File: src/rtl/uart_pkg.sv
// ----------------------------------------------------------------------------
// uart_pkg
// Shared UART definitions: receive FSM state encoding and the default frame
// constants used by the baud generator, the transmitter and the receiver.
// No ports; imported with `import uart_pkg::*;`.
// ----------------------------------------------------------------------------
package uart_pkg;

  // baud_tick pulses per bit period; the baud generator must use the same value
  localparam int UART_OVERSAMPLE = 16;
  // payload bits per frame, LSB first
  localparam int UART_DATA_BITS  = 8;

  // Receive FSM states. The encoding is also visible on the receiver's
  // rx_state debug output, so keep the values stable.
  typedef enum logic [2:0] {
    ST_IDLE   = 3'd0,
    ST_START  = 3'd1,
    ST_DATA   = 3'd2,
    ST_PARITY = 3'd3,
    ST_STOP   = 3'd4,
    ST_BREAK  = 3'd5
  } rx_state_e;

endpackage

File: src/rtl/uart_rx_sync.sv
// ----------------------------------------------------------------------------
// uart_rx_sync
// Two-flop synchroniser for the asynchronous serial input. Both flops reset
// to 1 so an idle (high) line is seen right after reset and no false start
// bit is detected.
// Ports:
//   clock   in   system clock
//   reset_n in   asynchronous active-low reset
//   rx      in   raw serial line, asynchronous to clock
//   rx_s    out  synchronised serial line
// ----------------------------------------------------------------------------
module uart_rx_sync (
  input  logic clock,
  input  logic reset_n,
  input  logic rx,
  output logic rx_s
);

  logic meta_q;
  logic sync_q;

  always_ff @(posedge clock or negedge reset_n) begin
    if (!reset_n) begin
      meta_q <= 1'b1;
      sync_q <= 1'b1;
    end else begin
      meta_q <= rx;
      sync_q <= meta_q;
    end
  end

  assign rx_s = sync_q;

endmodule

File: src/rtl/uart_rx_core.sv
// ----------------------------------------------------------------------------
// uart_rx_core
// UART receive engine. Consumes the 16x oversample baud_tick, recovers
// start + DATA_BITS (+ optional parity) + stop frames from rx and presents
// each byte on a valid/ready output. Reports framing errors and overruns.
//
// Optional feature: define UART_RX_PARITY_EN to add a parity bit after the
// data bits (PARITY_ODD parameter, 0 = even) and the parity_err output.
//
// Ports:
//   clock      in   system clock
//   reset_n    in   asynchronous active-low reset
//   baud_tick  in   1-clock pulse, OVERSAMPLE per bit period
//   rx         in   serial line, asynchronous, idle high
//   rx_data    out  received payload, stable while rx_valid=1
//   rx_valid   out  payload available
//   rx_ready   in   consumer ready
//   frame_err  out  1-clock pulse: stop bit sampled 0
//   overrun    out  1-clock pulse: byte completed while previous not taken
//   parity_err out  1-clock pulse: parity mismatch (UART_RX_PARITY_EN only)
//   busy       out  FSM not in IDLE
//   rx_state   out  FSM state (debug)
//
// Handshake: a byte transfers on every rising clock edge where
// rx_valid && rx_ready. rx_valid never depends combinationally on rx_ready,
// and rx_data does not change while rx_valid is high unless the same edge
// transfers the old byte and loads a new one.
// ----------------------------------------------------------------------------
module uart_rx_core
  import uart_pkg::*;
#(
  parameter int DATA_BITS  = UART_DATA_BITS,
  parameter int OVERSAMPLE = UART_OVERSAMPLE
`ifdef UART_RX_PARITY_EN
  , parameter bit PARITY_ODD = 1'b0
`endif
) (
  input  logic                 clock,
  input  logic                 reset_n,
  input  logic                 baud_tick,
  input  logic                 rx,
  output logic [DATA_BITS-1:0] rx_data,
  output logic                 rx_valid,
  input  logic                 rx_ready,
  output logic                 frame_err,
  output logic                 overrun,
`ifdef UART_RX_PARITY_EN
  output logic                 parity_err,
`endif
  output logic                 busy,
  output logic [2:0]           rx_state
);

  localparam int TW = $clog2(OVERSAMPLE);
  localparam int BW = (DATA_BITS > 1) ? $clog2(DATA_BITS) : 1;

  // START decides at the middle of the start bit; later bits are sampled one
  // full bit period apart, i.e. at their middles.
  localparam logic [TW-1:0] HALF_LAST = TW'(OVERSAMPLE / 2 - 1);
  localparam logic [TW-1:0] FULL_LAST = TW'(OVERSAMPLE - 1);
  localparam logic [BW-1:0] LAST_BIT  = BW'(DATA_BITS - 1);

  logic                 rx_s;
  rx_state_e            state_q, state_d;
  logic [TW-1:0]        tick_q, tick_d;
  logic [BW-1:0]        bit_q, bit_d;
  logic [DATA_BITS-1:0] shreg_q, shreg_d;
  logic [DATA_BITS-1:0] data_q, data_d;
  logic                 valid_q, valid_d;
  logic                 fe_q, fe_d;
  logic                 ov_q, ov_d;
  logic                 deliver;
`ifdef UART_RX_PARITY_EN
  logic                 pbit_q, pbit_d;
  logic                 pe_q, pe_d;
`endif

  uart_rx_sync u_sync (
    .clock   (clock),
    .reset_n (reset_n),
    .rx      (rx),
    .rx_s    (rx_s)
  );

  always_ff @(posedge clock or negedge reset_n) begin
    if (!reset_n) begin
      state_q <= ST_IDLE;
      tick_q  <= '0;
      bit_q   <= '0;
      shreg_q <= '0;
      data_q  <= '0;
      valid_q <= 1'b0;
      fe_q    <= 1'b0;
      ov_q    <= 1'b0;
`ifdef UART_RX_PARITY_EN
      pbit_q  <= 1'b0;
      pe_q    <= 1'b0;
`endif
    end else begin
      state_q <= state_d;
      tick_q  <= tick_d;
      bit_q   <= bit_d;
      shreg_q <= shreg_d;
      data_q  <= data_d;
      valid_q <= valid_d;
      fe_q    <= fe_d;
      ov_q    <= ov_d;
`ifdef UART_RX_PARITY_EN
      pbit_q  <= pbit_d;
      pe_q    <= pe_d;
`endif
    end
  end

  always_comb begin
    state_d = state_q;
    tick_d  = tick_q;
    bit_d   = bit_q;
    shreg_d = shreg_q;
    data_d  = data_q;
    // A pending byte is dropped from the output once the consumer takes it.
    valid_d = valid_q & ~rx_ready;
    fe_d    = 1'b0;
    ov_d    = 1'b0;
    deliver = 1'b0;
`ifdef UART_RX_PARITY_EN
    pbit_d  = pbit_q;
    pe_d    = 1'b0;
`endif

    case (state_q)
      ST_IDLE: begin
        if (baud_tick && !rx_s) begin
          state_d = ST_START;
          tick_d  = '0;
        end
      end

      ST_START: begin
        if (baud_tick) begin
          if (tick_q == HALF_LAST) begin
            if (!rx_s) begin
              state_d = ST_DATA;
              tick_d  = '0;
              bit_d   = '0;
            end else begin
              // line went high again before mid start bit: a glitch
              state_d = ST_IDLE;
            end
          end else begin
            tick_d = tick_q + 1'b1;
          end
        end
      end

      ST_DATA: begin
        if (baud_tick) begin
          if (tick_q == FULL_LAST) begin
            tick_d = '0;
            // LSB arrives first, so shifting in at the MSB leaves it at bit 0
            shreg_d = {rx_s, shreg_q[DATA_BITS-1:1]};
            if (bit_q == LAST_BIT) begin
`ifdef UART_RX_PARITY_EN
              state_d = ST_PARITY;
`else
              state_d = ST_STOP;
`endif
            end else begin
              bit_d = bit_q + 1'b1;
            end
          end else begin
            tick_d = tick_q + 1'b1;
          end
        end
      end

`ifdef UART_RX_PARITY_EN
      ST_PARITY: begin
        if (baud_tick) begin
          if (tick_q == FULL_LAST) begin
            tick_d  = '0;
            pbit_d  = rx_s;
            state_d = ST_STOP;
          end else begin
            tick_d = tick_q + 1'b1;
          end
        end
      end
`endif

      ST_STOP: begin
        if (baud_tick) begin
          if (tick_q == FULL_LAST) begin
            tick_d = '0;
            if (!rx_s) begin
              fe_d    = 1'b1;
              state_d = ST_BREAK;
            end
`ifdef UART_RX_PARITY_EN
            else if ((^shreg_q ^ PARITY_ODD) != pbit_q) begin
              pe_d    = 1'b1;
              state_d = ST_IDLE;
            end
`endif
            else begin
              deliver = 1'b1;
              state_d = ST_IDLE;
            end
          end else begin
            tick_d = tick_q + 1'b1;
          end
        end
      end

      ST_BREAK: begin
        // a held-low line must not be taken as a new start bit
        if (rx_s) begin
          state_d = ST_IDLE;
        end
      end

      default: begin
        state_d = ST_IDLE;
      end
    endcase

    // The output register can take a new byte when empty or when the old byte
    // is being taken on this same edge; otherwise the new byte is lost.
    if (deliver) begin
      if (!valid_q || rx_ready) begin
        data_d  = shreg_q;
        valid_d = 1'b1;
      end else begin
        ov_d = 1'b1;
      end
    end
  end

  assign rx_data   = data_q;
  assign rx_valid  = valid_q;
  assign frame_err = fe_q;
  assign overrun   = ov_q;
`ifdef UART_RX_PARITY_EN
  assign parity_err = pe_q;
`endif
  assign busy      = (state_q != ST_IDLE);
  assign rx_state  = state_q;

endmodule

File: config.mk
export PLATFORM = sky130hd
export DESIGN_NAME = uart_rx_core
export DESIGN_NICKNAME = d
export VERILOG_FILES = /design/src/rtl/uart_pkg.sv /design/src/rtl/uart_rx_sync.sv /design/src/rtl/uart_rx_core.sv
export SDC_FILE = /design/constraint.sdc
export NUM_CORES = 1
export LEC_CHECK = 0
export CAP_MARGIN = 20
export CELL_PAD_IN_SITES_DETAIL_PLACEMENT = 2
export CELL_PAD_IN_SITES_GLOBAL_PLACEMENT = 2
export CORE_MARGIN = 3
export CORE_UTILIZATION = 30
export DETAILED_ROUTE_END_ITERATION = 10
export DONT_BUFFER_PORTS = 1
export GPL_ROUTABILITY_DRIVEN = 0
export PLACE_DENSITY = 0.68
export SKIP_CTS_REPAIR_TIMING = 1
export SLEW_MARGIN = 10
export SYNTH_ARGS = -nofsm -noshare
export SYNTH_HDL_FRONTEND = slang
export SYNTH_SLANG_ARGS = --single-unit
File: constraint.sdc
create_clock -name clock -period 2.7 [get_ports clock]
set_clock_uncertainty 0.2 [all_clocks]
set_input_delay 0 -clock clock [delete_from_list [all_inputs] [get_ports clock]]
set_output_delay 0 -clock clock [all_outputs]
set_load 0.03 [all_outputs]
==> metrics.txt <==
Period Utilization, post-route=84.1%; cell area after synthesis=1540 um2; setup repair after global routing missed its margin=no; share of cells above drive strength 1=26.9%; crit path cell chain=or3b_4, o221ai_2, nand2_2, a211o_1; Hold Path Cell Cnt=3; total clock buffers created by CTS=5; async set or reset register ratio after synthesis=100%; Max stage delay cell, worst path=dfrtp_1; Final min period=2.27 ns; Die X-Extent=77.6 um; hold violation count in the final report=3; Vias per Instance=4.98; I/O pin cnt=20; Fillers=503; Post-synth EDFFs=0; count of warnings emitted by yosys=0; # H-tree levels=2; maximum number of pins on one net before global-route repair=32; clock power share=30.4%; Achievable Freq=440 MHz; count of antenna-violating nets left after detailed routing=0; cell type contributing the most total cell area after synthesis=dfrtp_1; slack of the worst reg-to-reg path=0.43 ns; relative contribution of sequential cells to total power=36.9%; data required time of the critical path=2.67 ns; Slew @ Worst Pin=0.554 ns; Rel. slew slack=63.1%; Crit Reg-Reg Startpoint=rx_state[0]$_DFFE_PN0P_; wire per inst=17.9 um; via total after detailed routing=1001; Core Region=4850 um2; gr usage total=13.1%; number of remaining DRC errors=0; Root Buffer Master=clkbuf_8; layout overhead on the synthesized area=18.9%; initial standard-cell utilization of the core=31.7%; global-route wire length before repair=5990 um; class of the most critical setup path=register to register; Worst Path Arrival=2.24 ns; synthesized-area fraction occupied by ao, oa, aoi and oai cells=10.9%; die footprint=6020 um2; number of antenna violations at the first check in global routing=0; Slew Limit Fails=0; r2r endpoint=tick_q[3]$_DFFE_PN0P_; sum of overflow across all layers after global routing=0; xor and xnor area share after synthesis=1.71%; # nets final=141; total negative setup slack=0 ns; maximum ir drop on the vdd rail=298 uV; mux contribution to synthesized area=16.1%; final hold slack=-0.0401 ns; clock insertion delay at the later pin of the skew report=0.28 ns; startpoint of the tightest hold check path=baud_tick; I/O Buffers=0; TritonCTS Sinks=31; Crit path largest cell delay=0.69 ns; area share of the largest cell type after synthesis=47.2%; worst hold path class=primary input to register; Lkg Pwr=0.844 nW; Row Count=25; HPWL after detailed placement=2490 um; Adder-Cell Fraction of Synth Area=3.18%; internal power=1.15 mW; Clk pin slew, worst setup/hold paths=0.06 ns; First-pass DRT Iterations=4; distinct cell type count of the synthesized netlist=44; Hold Path End=rx_state[2]$_DFFE_PN0P_; initial drt markers=16; failing checks=hold timing; antenna diode count=0; deepest clock path buffer count=2; dominant register cell in the synthesized netlist=dfrtp_1; number of cell instances on the worst register-to-register path=4; die height=77.6 um; via count of the first global-routing pass=1125; simple-gate share of the synthesized area=14.1%; dominant combinational cell family by area after synthesis=multiplexers; CP Max Fanout=15; switching power total=0.635 mW; net count after synthesis=131; TritonCTS clock tree=built; synthesized instance count=123; element type at the critical path start=register; Synth Register Bits=31; dominant cells by area after synthesis=dfrtp_1 (47%), mux2_1 (7.3%), mux2_2 (5.9%), dfstp_2 (3.4%), ha_1 (2.4%); power density of the placed cells=975 nW/um2; final WL=3600 um; mean cell area of the mapped netlist=12.5 um2; kind of capture point of the worst setup path=register; number of max-capacitance violations reported=0; switch share=35.7%; Seq/Total Area, Yosys=50.7%; share of the core filled with cells=37.7%; portion of total power attributed to combinational logic=32.7%; status=finished, violations left; final count of negative-setup-slack endpoints=0
how the worst max path moves through the flow:
stage	start	endpoint	slack, ns	cells after the start
2_1_floorplan	rx_state[2]$_DFFE_PN0P_	bit_q[0]$_DFFE_PN0P_	0.62	5
3_3_place_gp	rx_state[0]$_DFFE_PN0P_	tick_q[3]$_DFFE_PN0P_	0.50	4
3_5_place_dp	rx_state[0]$_DFFE_PN0P_	tick_q[3]$_DFFE_PN0P_	0.45	4
4_1_cts	rx_state[0]$_DFFE_PN0P_	tick_q[3]$_DFFE_PN0P_	0.43	4
5_1_grt	rx_state[0]$_DFFE_PN0P_	rx_state[0]$_DFFE_PN0P_	0.34	4
6_report	rx_state[0]$_DFFE_PN0P_	tick_q[3]$_DFFE_PN0P_	0.43	4
power by group through the flow:
stage,logic (mW),registers [mW],clock network (mW)
4_1_cts,0.572,0.654,0.566
2_1_floorplan,0.470,0.626,0
6_report,0.582,0.657,0.542
3_5_place_dp,0.566,0.663,0
5_1_grt,0.652,0.670,0.590
3_3_place_gp,0.537,0.655,0
Yosys cell counts, drive strengths merged (3+ instances only):
cell type  instances
a211oi             3
buf                5
dfrtp             29
ha                 3
inv                6
mux2              19
mux2i              3
nand2              6
nand3              4
nor2               6
nor3               3
o221ai             3
critical path, delay by kind of cell, from the launching register on:
family / cells / cell delay (ns)
AOI/OAI and AO/OA: 2 / 0.64
DFF: 1 / 0.69
and+or+nand+nor: 2 / 0.62
final cells by class:
class | count | area (um2) | share of cell area (%)
clock buffers | 6 | 72.6 | 3.97
clock inverters | 2 | 60.1 | 3.29
inverters | 6 | 22.5 | 1.23
multi-input cells | 80 | 707 | 38.7
flip-flops and latches | 31 | 778 | 42.6
well taps | 67 | 83.8 | 4.59
repair buffers | 9 | 103 | 5.62
sequential cells by signal (all words and copies together), names as in the netlist:
name and count:
tick_q 4, u_sync.meta_q 1, frame_err 1, u_sync.rx_s 1
rx_valid 1, rx_state 3, bit_q 3, rx_data 8
overrun 1, shreg_q 8
stage by stage:
| step | power [mW] | std cells | setup WS (ns) | hold slack [ns] | cell area [um2] |
|---|---|---|---|---|---|
| after floorplan | 1.10 | 123 | 0.624 | -0.496 | 1540 |
| after global placement | 1.19 | 187 | 0.495 | -0.494 | 1610 |
| after detailed placement | 1.23 | 187 | 0.448 | -0.495 | 1610 |
| after CTS | 1.79 | 195 | 0.425 | -0.811 | 1750 |
| after global routing | 1.91 | 201 | 0.340 | 0.00390 | 1830 |
| final | 1.78 | 201 | 0.428 | -0.0401 | 1830 |
logic make-up after synthesis:
family | after synthesis
XOR/XNOR | 3
flip-flops | 31
adder cells (fa/ha/maj) | 4
AND/OR/NAND/NOR | 35
multiplexers | 22
AO/OA/AOI/OAI | 16
buffers and inverters | 12
cells in the final DEF (no fill, tap or decap), types with 2 or more instances in the layout:
master and instances:
o221ai_2 2, a21oi_1 2, clkbuf_8 5, inv_1 6, ha_1 3, dfstp_2 2
dlygate4sd3_1 4, nand2_1 5, bufinv_16 2, a31oi_1 2, mux2_2 8, or3b_4 2
and3_1 2, nand3_1 4, mux2i_1 3, xnor2_1 2, a211oi_1 2, buf_4 3
o21ai_0 2, dfrtp_1 29, mux2_1 10, nand2b_1 2, nor2_1 5, nor3_1 2
buf_12 2
metal layers:
layer	track usage, %	wire length, um
met2	23.0	1950
met5	0	0
met1	14.1	1430
met4	6.41	58
met3	4.06	151
Power figures use the tool's default switching activity.
